==> src/rtl/riscv_core_wb_arb.sv <==
// Writeback arbiter: the main pipeline has priority on the register-file write port; long-latency
// (mul/div) results wait in a small FIFO. A pending-write bitmap reports decode-stage hazards.
module riscv_core_wb_arb #(
    parameter int unsigned XLEN       = 64,
    parameter int unsigned FIFO_DEPTH = 2
) (
    input  logic                          i_wb_clk,
    input  logic                          i_wb_rst,
    input  logic                          i_wb_pipe_we,
    input  logic [4:0]                    i_wb_pipe_rd,
    input  logic [XLEN-1:0]               i_wb_pipe_data,
    input  logic                          i_wb_lu_issue,
    input  logic [4:0]                    i_wb_lu_issue_rd,
    input  logic                          i_wb_lu_valid,
    input  logic [4:0]                    i_wb_lu_rd,
    input  logic [XLEN-1:0]               i_wb_lu_data,
    output logic                          o_wb_lu_ready,
    input  logic [4:0]                    i_wb_rs1,
    input  logic [4:0]                    i_wb_rs2,
    output logic                          o_wb_hazard,
    output logic                          o_wb_rf_we,
    output logic [4:0]                    o_wb_rf_a3,
    output logic [XLEN-1:0]               o_wb_rf_wd,
    output logic [$clog2(FIFO_DEPTH):0]   o_wb_fifo_count
);

    localparam int unsigned PTR_W = $clog2(FIFO_DEPTH);
    localparam int unsigned CNT_W = PTR_W + 1;

    logic [4:0]       fifo_rd_q   [FIFO_DEPTH];
    logic [XLEN-1:0]  fifo_data_q [FIFO_DEPTH];
    logic [PTR_W-1:0] wptr_q, wptr_d;
    logic [PTR_W-1:0] rptr_q, rptr_d;
    logic [CNT_W-1:0] count_q, count_d;
    logic [31:0]      pending_q, pending_d;

    logic             push_c;
    logic             pop_c;
    logic [4:0]       head_rd_c;
    logic [XLEN-1:0]  head_data_c;

    assign head_rd_c   = fifo_rd_q[rptr_q];
    assign head_data_c = fifo_data_q[rptr_q];

    // Ready depends on registered occupancy only, so an empty FIFO can never bypass.
    assign o_wb_lu_ready   = (count_q < CNT_W'(FIFO_DEPTH));
    assign push_c          = i_wb_lu_valid && o_wb_lu_ready;
    assign pop_c           = !i_wb_pipe_we && (count_q != '0);
    assign o_wb_hazard     = pending_q[i_wb_rs1] | pending_q[i_wb_rs2];
    assign o_wb_fifo_count = count_q;

    // Write-port select: pipeline first, then FIFO head, else idle zeros.
    always_comb begin
        o_wb_rf_we = 1'b0;
        o_wb_rf_a3 = 5'd0;
        o_wb_rf_wd = '0;
        if (i_wb_pipe_we) begin
            o_wb_rf_we = (i_wb_pipe_rd != 5'd0);
            o_wb_rf_a3 = i_wb_pipe_rd;
            o_wb_rf_wd = i_wb_pipe_data;
        end else if (count_q != '0) begin
            o_wb_rf_we = (head_rd_c != 5'd0);
            o_wb_rf_a3 = head_rd_c;
            o_wb_rf_wd = head_data_c;
        end
    end

    always_comb begin
        wptr_d    = wptr_q;
        rptr_d    = rptr_q;
        count_d   = count_q;
        pending_d = pending_q;
        if (push_c) begin
            wptr_d = wptr_q + PTR_W'(1);
        end
        if (pop_c) begin
            rptr_d = rptr_q + PTR_W'(1);
            pending_d[head_rd_c] = 1'b0;
        end
        case ({push_c, pop_c})
            2'b10:   count_d = count_q + CNT_W'(1);
            2'b01:   count_d = count_q - CNT_W'(1);
            default: count_d = count_q;
        endcase
        // A same-cycle issue to the retiring rd must leave it pending.
        if (i_wb_lu_issue && (i_wb_lu_issue_rd != 5'd0)) begin
            pending_d[i_wb_lu_issue_rd] = 1'b1;
        end
        pending_d[0] = 1'b0;
    end

    always_ff @(posedge i_wb_clk or posedge i_wb_rst) begin
        if (i_wb_rst) begin
            wptr_q    <= '0;
            rptr_q    <= '0;
            count_q   <= '0;
            pending_q <= '0;
        end else begin
            wptr_q    <= wptr_d;
            rptr_q    <= rptr_d;
            count_q   <= count_d;
            pending_q <= pending_d;
        end
    end

    // Payload storage needs no reset; occupancy gates every read.
    always_ff @(posedge i_wb_clk) begin
        if (push_c) begin
            fifo_rd_q[wptr_q]   <= i_wb_lu_rd;
            fifo_data_q[wptr_q] <= i_wb_lu_data;
        end
    end

endmodule

==> config.mk <==
export PLATFORM = sky130hd
export DESIGN_NAME = riscv_core_wb_arb
export DESIGN_NICKNAME = d
export VERILOG_FILES = /design/src/rtl/riscv_core_wb_arb.sv
export SDC_FILE = /design/constraint.sdc
export NUM_CORES = 1
export LEC_CHECK = 0
export ABC_AREA = 1
export BUFFER_PORTS_ARGS = -buffer_cell sky130_fd_sc_hd__buf_2
export CAP_MARGIN = 20
export CORE_UTILIZATION = 56
export CTS_CLUSTER_SIZE = 28
export DETAILED_ROUTE_END_ITERATION = 6
export GPL_TIMING_DRIVEN = 0
export PLACE_DENSITY = 0.85
export SYNTH_ARGS = -nofsm -noshare
export SYNTH_HDL_FRONTEND = slang
export SYNTH_SLANG_ARGS = --single-unit
export TNS_END_PERCENT = 1
==> constraint.sdc <==
create_clock -name i_wb_clk -period 9.6 [get_ports i_wb_clk]
set_clock_uncertainty 0.05 [all_clocks]
set_input_delay 1.92 -clock i_wb_clk [delete_from_list [all_inputs] [get_ports i_wb_clk]]
set_output_delay 1.92 -clock i_wb_clk [all_outputs]
set_load 0.02 [all_outputs]
Yosys cells after proc, flatten, opt, wreduce, memory -nomap -nowiden
Memories as Yosys holds them, arrays and structs flattened. Index checks and enable logic that the tools add are counted.

Logic and storage cells: 53. Memories kept: 2. Bits in registers: 35. Input bits: 158. Memory bits (writable): 138.

Muxes and demuxes: 19. Equal/unequal tests: 2. Order comparisons: 7. Add/sub/neg operators: 4. Reduce and logical (&&, ||, !) cells: 11. Bitwise gates (word level): 4.

Memory list: fifo_data_q (words 2, bits a word 64, rd ports 1, clocked after memory_dff 0, write ports 1, line 31) `logic [XLEN-1:0] fifo_data_q [FIFO_DEPTH];`; fifo_rd_q (words 2, bits a word 5, rd ports 1, clocked after memory_dff 0, write ports 1, line 30) `logic [4:0] fifo_rd_q [FIFO_DEPTH];`.

Operator list (count): 64-bit two-way mux (2); 32-bit two-way mux (2); 32-bit AND (1); 32-bit NOT (1); 32-bit bitwise OR (1); 5-bit by 6-bit < comparator with 1-bit output, second input constant (4); 5-bit nonzero test (3); 1-bit binary-select mux with 5-bit select (2); 1-bit demux with 5-bit select (2); 5-bit by 1-bit greater-or-equal comparator with 1-bit output, second input constant (2); 5-bit two-way mux (2); 1-bit two-way mux (8); 1-bit logical AND (5); 2-bit case mux with 2 select lines (1); 2-bit nonzero test (2); 1-bit adder, second input constant (2); 2-bit by 1-bit adder with 2-bit output, second input constant (1); 2-bit by 1-bit == test with 1-bit output, second input constant (1); 2-bit == test, second input constant (1); 2-bit < comparator, second input constant (1); 2-bit by 1-bit subtractor with 2-bit output, second input constant (1); 1-bit zero test (1); 1-bit bitwise OR (1).

Longest topological paths before layout
Gate-level depths: netlist (run 1). An unclocked memory read counts as a cell.

Word-level depth: 10. Mapped depth: 11.

Worst setup path before layout (run 1)
No wires, ideal clock.

Kind: input to register. Start point: input port i_wb_lu_valid. End point: memory fifo_data_q[0][0], enable pin. Cell stages on the path: 2. Arrival: 4.925 ns. Buffers on the path: 0. Slack: 4.128 ns. Cells stage by stage: nand2_1 > nor2_1.

Longest elaborated chain between the ends: 3.

RTL lines: start: declaration (line 14) `input logic i_wb_lu_valid,`; 1-bit logical AND (line 47) `assign push_c = i_wb_lu_valid && o_wb_lu_ready;`; 1-bit two-way mux (line 108) `if (push_c) begin`; 1-bit two-way mux (not written as such) (line 110) `fifo_data_q[wptr_q] <= i_wb_lu_data;`; end: declaration (line 31).

No other way between the ends.

Worst setup path in the final report (run 1)
Start point: input port i_wb_pipe_we. End point: output port o_wb_rf_wd[41].

Longest elaborated chain between the ends: 1.

RTL lines: start: declaration (line 9) `input logic i_wb_pipe_we,`; 64-bit two-way mux (line 57) `if (i_wb_pipe_we) begin`; end: declaration (line 23) `output logic [XLEN-1:0] o_wb_rf_wd,`.

No other way between the ends.

==> run_results.csv, run 1 <==
group,metric,value,unit
drt,antenna_left,0,
place,dp_worst_setup_slack,4180,ps
clock_network,tritoncts.num_buffers,17,
setup_path,critPathMaxStageDelay,440,ps
drt,route.vias.total,6269,
yosys,synthArstFlopShare,20.2,%
pwr,cellPowerDensity,269,nW/um2
global_route,antenna_found_initial,2,
setup_path,critPathArrivalTime,3400,ps
floorplanning,die_y,121,um
floorplanning,initial_core_util,57.3,%
sta,tightestPinTransition,772,ps
setup_path,path_common_cell,"sky130_fd_sc_hd__buf_2",
clock_network,resized_gates_after_cts,0,
floorplanning,die_w,121,um
sta,grt_setup_unrepaired,"false",
global_route,grtUsageTotal,27.9,%
yosys,syn_area_per_cell,11.2,um2
clock_network,tritoncts_clock_tree,"yes",
cells_and_area,syn2layout_area_growth,25.7,%
sta,setup_slack,4230,ps
clock_network,clock_path_buffers,2,
yosys,synth_flop_cell,"sky130_fd_sc_hd__edfxtp_1",
min_path,min_path_type,"flop to flop",
floorplanning,core,13900,um2
clock_network,worstSkewPairLatency,430,ps
floorplanning,io_pins,232,
yosys,syn-cell-area,7950,um2
floorplanning,fp.dieArea,14700,um2
yosys,netlist_instances,710,
drt,wl_per_cell,17.0,um
yosys,synthesis.yosys.warnings,0,
drt,detail_route.wirelength,19600,um
drt,drt_first_pass_iters,5,
yosys,seq_area_frac_synth,63.1,%
flow_run,drv_cap,0,
clock_network,ctsHoldBuffers,0,
sta,final_min_period_over_clock_period,56.0,%
yosys,yosys.cell_types.count,34,
yosys,post_synth_edffs,138,
drt,drt_first_iter_violations,390,
global_route,grt_start_max_net_pins,34,
floorplanning,num_rows,43,
cells_and_area,post_route_cells_drive_above_1_share,33.3,%
yosys,area_fraction_of_the_dominant_cell_type_after_synthesis,52.1,%
pwr,p_leak,4.41,nW
drt,drc_errors_left,0,
setup_path,path_max_fanout,10,
sta,timing.final.setup_violations,0,
setup_path,setup.worst_path.end_class,"output pin",
yosys,postSynthRegisterBits,173,
clock_network,tritoncts_sinks,173,
yosys,post_synthesis_net_count,869,
pwr,vdd_drop_max,156,uV
clock_network,clk_transition_reported_paths,70,ps
sta,summed_negative_setup_slack_over_all_endpoints,0,ps
global_route,grt_first_pass_wirelength,30500,um
clock_network,htreeDepth,4,
setup_path,cp.required,7630,ps
setup_path,critical_path.cell_chain,"buf_2 > buf_2 > clkbuf_1 > nand2_1 > o21ai_0 > buf_2",
setup_path,setup.worst_path.start_class,"primary input",
sta,drv_slew,0,
clock_network,clock-root-buffer,"sky130_fd_sc_hd__clkbuf_16",
global_route,grt_pass1_vias,6221,
sta,max_slew_headroom,48.4,%
yosys,cell_taking_the_most_area_after_synthesis,"sky130_fd_sc_hd__edfxtp_1",
clock_network,post_cts_buffers,0,
place,place.gp.congestion,0.941,
cells_and_area,final_net_count,1119,
sta,period_needed,5370,ps
place,place.port_buffers,226,
yosys,synth_top_cells_by_area,"sky130_fd_sc_hd__edfxtp_1, sky130_fd_sc_hd__dfrtp_1, sky130_fd_sc_hd__mux2i_1",
setup_path,critical_path_class,"primary input to output pin",
sta,finalHoldViolCount,0,
drt,avgViaCountPerCell,5.44,
global_route,global_route.overflow_total,0,
sta,timing_limited_maximum_frequency,186,MHz
yosys,synth_top_cells_by_count,"sky130_fd_sc_hd__nand2_1, sky130_fd_sc_hd__edfxtp_1, sky130_fd_sc_hd__o21ai_0",
yosys,synth_most_common_cell,"sky130_fd_sc_hd__nand2_1",
outcome,outcome,"finished clean",
setup_path,critical_path.slowest_cell,"sky130_fd_sc_hd__clkbuf_1",
place,hpwlAfterDp,14600,um
final timing paths:
path,depth (start not counted),to,slack (ps),from
hold / removal,2,pending_q[3]$_DFF_PP0_,460,pending_q[3]$_DFF_PP0_
hold reg to reg,2,pending_q[3]$_DFF_PP0_,460,pending_q[3]$_DFF_PP0_
setup reg to reg,4,fifo_data_q[1][7]$_DFFE_PP_,7550,o_wb_fifo_count[1]$_DFFE_PP0P_
setup / recovery,6,o_wb_rf_wd[41],4230,i_wb_pipe_we
min in group asynchronous,2,pending_q[28]$_DFF_PP0_,1480,i_wb_rst
max in group asynchronous,3,rptr_q$_DFFE_PP0P_,7510,i_wb_rst
stage by stage:
stage               area [um2]  util [%]  hold WS, ps  power (mW)  cells
global placement          9310      67.1          434        2.01   1116
finish                    9990      72.0          458        2.69   1153
detailed placement        9440      68.0          440        2.05   1121
global route              9990      72.0          490        2.82   1152
CTS                       9990      72.0          455        2.69   1152
floorplan                 7950         -          408        1.74    710
registers in the layout (all words and copies together), names as in the netlist:
| name | count |
|---|---|
| wptr_q | 1 |
| fifo_data_q | 128 |
| pending_q | 31 |
| fifo_rd_q | 10 |
| o_wb_fifo_count | 2 |
| rptr_q | 1 |
cells by family (layout without fill, tap and decap cells):
kind of cell	Yosys count	count (layout)	share of synthesized area (%)
other	0	1	0
buffers and inverters	86	348	5.74
xor gates and xnor gates	4	4	0.441
muxes	64	64	8.05
AOI/OAI and AO/OA	138	138	9.09
adders and majority gates	1	1	0.157
and+or+nand+nor	244	244	13.4
DFF	173	173	63.1
cell usage in the layout (no fill, tap or decap), types with 2 or more instances in the layout:
cell type and count:
sky130_fd_sc_hd__buf_12 3, sky130_fd_sc_hd__buf_16 2, sky130_fd_sc_hd__buf_2 233, sky130_fd_sc_hd__buf_6 4, sky130_fd_sc_hd__buf_8 7, sky130_fd_sc_hd__clkbuf_1 6, sky130_fd_sc_hd__clkbuf_16 17, sky130_fd_sc_hd__clkbuf_2 6
sky130_fd_sc_hd__clkinvlp_4 3, sky130_fd_sc_hd__dfrtp_1 35, sky130_fd_sc_hd__edfxtp_1 138, sky130_fd_sc_hd__inv_1 43, sky130_fd_sc_hd__inv_2 10, sky130_fd_sc_hd__inv_4 2, sky130_fd_sc_hd__inv_6 7, sky130_fd_sc_hd__inv_8 3
sky130_fd_sc_hd__mux2i_1 64, sky130_fd_sc_hd__nand2_1 153, sky130_fd_sc_hd__nand2_2 14, sky130_fd_sc_hd__nand3_1 60, sky130_fd_sc_hd__nand3_2 3, sky130_fd_sc_hd__nor2_1 5, sky130_fd_sc_hd__nor2_2 2, sky130_fd_sc_hd__nor2_4 3
sky130_fd_sc_hd__o21ai_0 96, sky130_fd_sc_hd__o21ai_1 31, sky130_fd_sc_hd__o21ai_2 2, sky130_fd_sc_hd__o22ai_1 3, sky130_fd_sc_hd__o31ai_1 3, sky130_fd_sc_hd__xor2_1 3
power breakdown:
part	switching [mW]	internal, mW
clock network	0.299	0.340
registers	0.0936	1.01
logic	0.595	0.356
worst max-delay path: cells and delay by family:
kind | cells | cell delay [ps]
buffers and inverters | 4 | 1220
AOI/OAI and AO/OA | 1 | 150
and+or+nand+nor | 1 | 100
routing by layer:
| metal | vias to the layer above | track usage, % | wire [um] |
|---|---|---|---|
| met5 | - | 0 | 10 |
| met3 | 55 | 7.24 | 1420 |
| li1 | 3000 | - | - |
| met4 | 2 | 14.4 | 735 |
| met2 | 273 | 47.9 | 10100 |
| met1 | 2939 | 32.1 | 7340 |
area by class of cell:
class	count	area [um2]
inverters	55	211
clock buffers	17	425
diodes	1	2.50
plain buffers	31	245
fillers	958	3890
well taps	180	225
clock inverters	14	126
repair buffers	231	1250
flip-flops and latches	173	5020
multi-input cells	451	2490
(Power assumes the default switching activity.)
==> inputs of run 2 (changes only) <==
- ABC_AREA: 1 -> 0
- CORE_UTILIZATION: 56 -> 52
- PLACE_DENSITY: 0.85 -> 0.81
- clock period: 9.6 -> 5.3 ns (I/O delays scaled with it)
==> run_results.csv, run 2 <==
group,metric,value,unit
clock_network,clock-root-buffer,"sky130_fd_sc_hd__clkbuf_16",
pwr,cell_internal_power_dissipation,3.18,mW
pwr,p_clk_share,25.5,%
flow_run,drv_cap,0,
place,dp_worst_setup_slack,1150,ps
place,placed_area,9100,um2
pwr,p_sw_share,33.6,%
clock_network,clock_path_buffers,2,
global_route,grt_start_max_net_pins,67,
cells_and_area,regMostFlops,"fifo_data_q",
global_route,global_route.overflow_total,0,
clock_network,worstSkewPairLatency,410,ps
pwr,total_switching_power,1.61,mW
setup_path,cp.required,4190,ps
pwr,vdd_drop_max,318,uV
sta,max_slew_headroom,52.3,%
sta,final_min_period_over_clock_period,78.2,%
floorplanning,core,14100,um2
cells_and_area,post-route-cell-area,9690,um2
yosys,synth_most_common_cell,"sky130_fd_sc_hd__edfxtp_1",
sta,finalHoldWorstSlack,492,ps
clock_network,clk_transition_reported_paths,60,ps
drt,antenna_left,0,
cells_and_area,largestRegisters,"fifo_data_q x128, pending_q x31, fifo_rd_q x10",
yosys,postSynthRegisterBits,173,
sta,timing_limited_maximum_frequency,241,MHz
cells_and_area,layout.cells.most_common,"sky130_fd_sc_hd__buf_2",
sta,summed_negative_setup_slack_over_all_endpoints,0,ps
yosys,area_fraction_of_the_dominant_cell_type_after_synthesis,54.2,%
clock_network,post_cts_buffers,0,
yosys,syn_area_per_cell,13.2,um2
setup_path,setup.worst_path.end_class,"output pin",
setup_path,worst_r2r_startpoint,"o_wb_fifo_count[0]$_DFFE_PP0P_",
yosys,synth_flop_cell,"sky130_fd_sc_hd__edfxtp_1",
yosys,synthArstFlopShare,20.2,%
global_route,antenna_found_initial,6,
global_route,busiest_layer,"met2",
drt,drt_first_pass_iters,6,
place,place.gp.congestion,0.877,
pwr,cellPowerDensity,494,nW/um2
yosys,yosys.cell_types.count,35,
yosys,synth_top_cells_by_area,"sky130_fd_sc_hd__edfxtp_1, sky130_fd_sc_hd__dfrtp_1, sky130_fd_sc_hd__mux2i_1",
pwr,sequentialPowerShare,41.4,%
floorplanning,die_y,123,um
clock_network,htreeDepth,4,
setup_path,critical_path_class,"primary input to output pin",
min_path,min_from,"pending_q[4]$_DFF_PP0_",
place,place_inst,988,
cells_and_area,largest_register_ffs,128,
yosys,seq_area_frac_synth,65.6,%
clock_network,tritoncts.num_buffers,17,
yosys,synthesis.yosys.warnings,0,
drt,avgViaCountPerCell,5.72,
clock_network,resized_gates_after_cts,0,
floorplanning,fp.dieArea,15200,um2
cells_and_area,final_cells,1025,
drt,drc_errors_left,0,
global_route,grtUsageTotal,26.3,%
place,hpwlAfterDp,14400,um
outcome,outcome,"finished clean",
sta,drv_slew,0,
setup_path,path_max_fanout,10,
min_path,min_path_type,"flop to flop",
yosys,syn-cell-area,7650,um2
floorplanning,num_rows,43,
global_route,gr_met3_demand_resource,7.93,%
sta,setup_slack,1160,ps
sta,timing.final.setup_violations,0,
drt,route.vias.total,5865,
setup_path,critPathArrivalTime,3030,ps
pwr,p_leak,4.03,nW
setup_path,setup.worst_path.start_class,"primary input",
pwr,power_frac_comb,33.1,%
yosys,cell_taking_the_most_area_after_synthesis,"sky130_fd_sc_hd__edfxtp_1",
clock_network,tritoncts_clock_tree,"yes",
global_route,groute.layer.met2.usage,45.6,%
floorplanning,initial_core_util,54.3,%
yosys,synth_top_cells_by_count,"sky130_fd_sc_hd__edfxtp_1, sky130_fd_sc_hd__o21ai_0, sky130_fd_sc_hd__nand2_1",
global_route,gr-usage-met1,30.0,%
pwr,total_power,4.79,mW
drt,wl_per_cell,18.9,um
cells_and_area,post_route_cells_drive_above_1_share,34.0,%
drt,drt_first_iter_violations,416,
sta,period_needed,4140,ps
sta,finalHoldViolCount,0,
clock_network,tritoncts_sinks,173,
yosys,post_synthesis_net_count,739,
cells_and_area,final_net_count,986,
yosys,post_synth_edffs,138,
global_route,grt_pass1_vias,5717,
drt,detail_route.wirelength,19400,um
clock_network,ctsHoldBuffers,0,
cells_and_area,final_core_utilization,68.8,%
sta,grt_setup_unrepaired,"false",
sta,tightestPinTransition,714,ps
cells_and_area,layout_common_cells,"sky130_fd_sc_hd__buf_2, sky130_fd_sc_hd__edfxtp_1, sky130_fd_sc_hd__o21ai_0",
floorplanning,die_w,123,um
cells_and_area,syn2layout_area_growth,26.8,%
floorplanning,io_pins,232,
global_route,grt_first_pass_wirelength,29200,um
yosys,netlist_instances,580,
place,place.port_buffers,224,
setup_path,critPathLaunch,"i_wb_pipe_we",
run 2: changes by cell type after synthesis, moves of 6 or more:
cell	change
sky130_fd_sc_hd__o21ai_0	+35
sky130_fd_sc_hd__mux2i_1	+9
sky130_fd_sc_hd__clkbuf_1	+14
sky130_fd_sc_hd__o21ai_1	-31
sky130_fd_sc_hd__mux4_2	+9
sky130_fd_sc_hd__nand2_2	-14
sky130_fd_sc_hd__buf_8	-7
sky130_fd_sc_hd__nand3_1	-52
sky130_fd_sc_hd__nand2_1	-67
sky130_fd_sc_hd__inv_2	-10
sky130_fd_sc_hd__inv_1	-36
sky130_fd_sc_hd__clkbuf_2	-6
run 2: final timing paths:
path | slack, ps | end | cells past startpoint
max in group asynchronous | 3990 | pending_q[30]$_DFF_PP0_ | 3
worst max register to register | 3080 | o_wb_fifo_count[1]$_DFFE_PP0P_ | 8
worst min register to register | 490 | pending_q[4]$_DFF_PP0_ | 2
worst min-delay path | 490 | pending_q[4]$_DFF_PP0_ | 2
worst max-delay path | 1160 | o_wb_rf_wd[32] | 6
min in group asynchronous | 690 | o_wb_fifo_count[1]$_DFFE_PP0P_ | 2
run 2: final cells by class:
type	instances	area [um2]
antenna	6	15.0
sequential	173	5020
timing repair buffer	228	1220
fill	973	4400
buffer	32	151
clock inverter	13	149
clock buffer	18	429
multi-input combinational	368	2460
inverter	7	26.3
tap	180	225
run 2: power by group through the flow:
stage	registers (mW)	clock network, mW	logic, mW
2_1_floorplan	1.97	0	1.06
3_3_place_gp	2.01	0	1.49
3_5_place_dp	2.00	0	1.58
4_1_cts	1.98	1.24	1.58
5_1_grt	2.01	1.30	1.69
6_report	1.98	1.22	1.58
run 2: critical path: stages:
cell and delay, ps:
sky130_fd_sc_hd__clkbuf_1 470, sky130_fd_sc_hd__or2_1 210, sky130_fd_sc_hd__clkbuf_1 460, sky130_fd_sc_hd__clkbuf_1 430, sky130_fd_sc_hd__o21ai_0 190, sky130_fd_sc_hd__buf_2 210
run 2: logic make-up after synthesis:
group                      synth area share, %
adders and majority gates                0.164
and+or+nand+nor                           6.87
xor gates and xnor gates                 0.573
AOI/OAI and AO/OA                         10.3
DFF                                       65.6
muxes                                     14.2
buffers and inverters                     2.32
run 2: metal layers:
| layer | up-vias | part of all wire (%) |
|---|---|---|
| li1 | 2687 | - |
| met1 | 2838 | 37 |
| met2 | 302 | 52 |
| met3 | 38 | 8.5 |
| met4 | 0 | 2.3 |
| met5 | - | 0 |
==> inputs of run 3 (changes only) <==
- ABC_AREA: 0 -> 1
- CORE_UTILIZATION: 52 -> 47
- PLACE_DENSITY: 0.81 -> 0.76
- clock period: 5.3 -> 3.5 ns (I/O delays scaled with it)
==> run_results.csv, run 3 (synthesized netlist as in run 1, its figures left out) <==
group,metric,value,unit
outcome,outcome,"finished clean",
drt,route.vias.total,6212,
min_path,min_path_type,"primary input to async pin",
drt,wl_per_cell,16.9,um
global_route,grt_first_pass_wirelength,31300,um
setup_path,critPathArrivalTime,2170,ps
sta,tightestPinTransition,773,ps
drt,drt_first_iter_violations,291,
floorplanning,fp.dieArea,17400,um2
clock_network,post_cts_buffers,0,
clock_network,htreeDepth,4,
global_route,grt_pass1_vias,6027,
floorplanning,die_w,132,um
setup_path,setup.worst_path.end_class,"output pin",
floorplanning,num_rows,47,
floorplanning,core,16500,um2
sta,drv_slew,0,
drt,detail_route.wirelength,20200,um
cells_and_area,largestRegisters,"fifo_data_q x128, pending_q x31, fifo_rd_q x10",
sta,timing_limited_maximum_frequency,342,MHz
floorplanning,initial_core_util,48.1,%
sta,final_min_period_over_clock_period,83.6,%
sta,period_needed,2920,ps
drt,drt_first_pass_iters,5,
pwr,total_power,7.45,mW
clock_network,resized_gates_after_cts,0,
setup_path,setup.worst_path.start_class,"flop",
cells_and_area,syn2layout_area_growth,26.7,%
sta,summed_negative_setup_slack_over_all_endpoints,0,ps
drt,antenna_left,0,
global_route,global_route.overflow_total,0,
place,place.port_buffers,226,
cells_and_area,layout.cells.most_common,"sky130_fd_sc_hd__buf_2",
clock_network,tritoncts.num_buffers,17,
pwr,p_leak,4.43,nW
sta,timing.final.setup_violations,0,
sta,max_slew_headroom,48.3,%
cells_and_area,ff_latch_area,5020,um2
global_route,grtUsageTotal,23.9,%
cells_and_area,largest_register_ffs,128,
cells_and_area,fill_cells,1405,
flow_run,drv_cap,0,
setup_path,path_max_fanout,10,
cells_and_area,multi_input_area,2490,um2
pwr,cellPowerDensity,740,nW/um2
sta,finalHoldViolCount,0,
sta,grt_setup_unrepaired,"false",
place,hpwlAfterDp,15000,um
global_route,grt_start_max_net_pins,32,
floorplanning,die_y,132,um
cells_and_area,post_route_cells_drive_above_1_share,33.4,%
cells_and_area,final_core_utilization,61.0,%
setup_path,critical_path_class,"flop to output pin",
clock_network,clk_transition_reported_paths,60,ps
clock_network,clock_path_buffers,2,
cells_and_area,regMostFlops,"fifo_data_q",
cells_and_area,layout_common_cells,"sky130_fd_sc_hd__buf_2, sky130_fd_sc_hd__nand2_1, sky130_fd_sc_hd__edfxtp_1",
clock_network,ctsHoldBuffers,0,
pwr,vdd_drop_max,371,uV
clock_network,worstSkewPairLatency,420,ps
clock_network,tritoncts_clock_tree,"yes",
clock_network,clock-root-buffer,"sky130_fd_sc_hd__clkbuf_16",
place,place.gp.congestion,0.907,
clock_network,tritoncts_sinks,173,
cells_and_area,final_net_count,1119,
floorplanning,io_pins,232,
drt,drc_errors_left,0,
drt,avgViaCountPerCell,5.19,
global_route,antenna_found_initial,5,
setup_path,cp.required,2750,ps
run 3: critical path: stages, from the launching register on:
cell and delay (ps):
sky130_fd_sc_hd__dfrtp_1 450, sky130_fd_sc_hd__o21ai_4 530, sky130_fd_sc_hd__clkbuf_2 390, sky130_fd_sc_hd__o21ai_0 190
sky130_fd_sc_hd__buf_2 190
run 3: final cells by class:
type                       count  share of cell area, %
sequential                   173                   49.8
multi-input combinational    451                   24.7
clock inverter                15                   1.49
antenna                        4                 0.0993
timing repair buffer         231                   12.4
inverter                      55                   2.10
buffer                        31                   2.43
clock buffer                  17                   4.22
tap                          220                   2.73
run 3: metrics by stage:
stage / worst slack, ps / hold WS, ps / cells / area, um2
floorplan: -808 / 408 / 710 / 7950
global placement: -2640 / 447 / 1156 / 9360
detailed placement: 619 / 453 / 1161 / 9490
CTS: 534 / 345 / 1193 / 10100
global route: 485 / 390 / 1196 / 10100
finish: 575 / 341 / 1197 / 10100
run 3: worst paths after layout:
kind	cells past startpoint	to	slack (ps)	from
max	4	o_wb_rf_a3[4]	580	o_wb_fifo_count[0]$_DFFE_PP0P_
min reg2reg	2	pending_q[2]$_DFF_PP0_	470	pending_q[2]$_DFF_PP0_
min	2	pending_q[19]$_DFF_PP0_	340	i_wb_rst
min in group i_wb_clk	1	fifo_data_q[0][26]$_DFFE_PP_	410	i_wb_lu_data[26]
max reg2reg	4	fifo_data_q[0][6]$_DFFE_PP_	1470	o_wb_fifo_count[1]$_DFFE_PP0P_
max in group asynchronous	3	pending_q[22]$_DFF_PP0_	2520	i_wb_rst
run 3: per-layer routing:
layer / global-route usage (%) / share of wire [%] / routed length [um]
met2: 40.8 / 50 / 10100
met1: 28.5 / 40 / 8170
met5: 0 / 0.064 / 13
met3: 5.88 / 6.9 / 1400
met4: 10.8 / 2.6 / 522
run 3: power by group:
part / internal, mW / total (mW) / switching, mW
clock: 1.01 / 1.83 / 0.827
sequential: 2.76 / 3.01 / 0.251
combinational: 0.976 / 2.61 / 1.63
total: 4.74 / 7.45 / 2.71
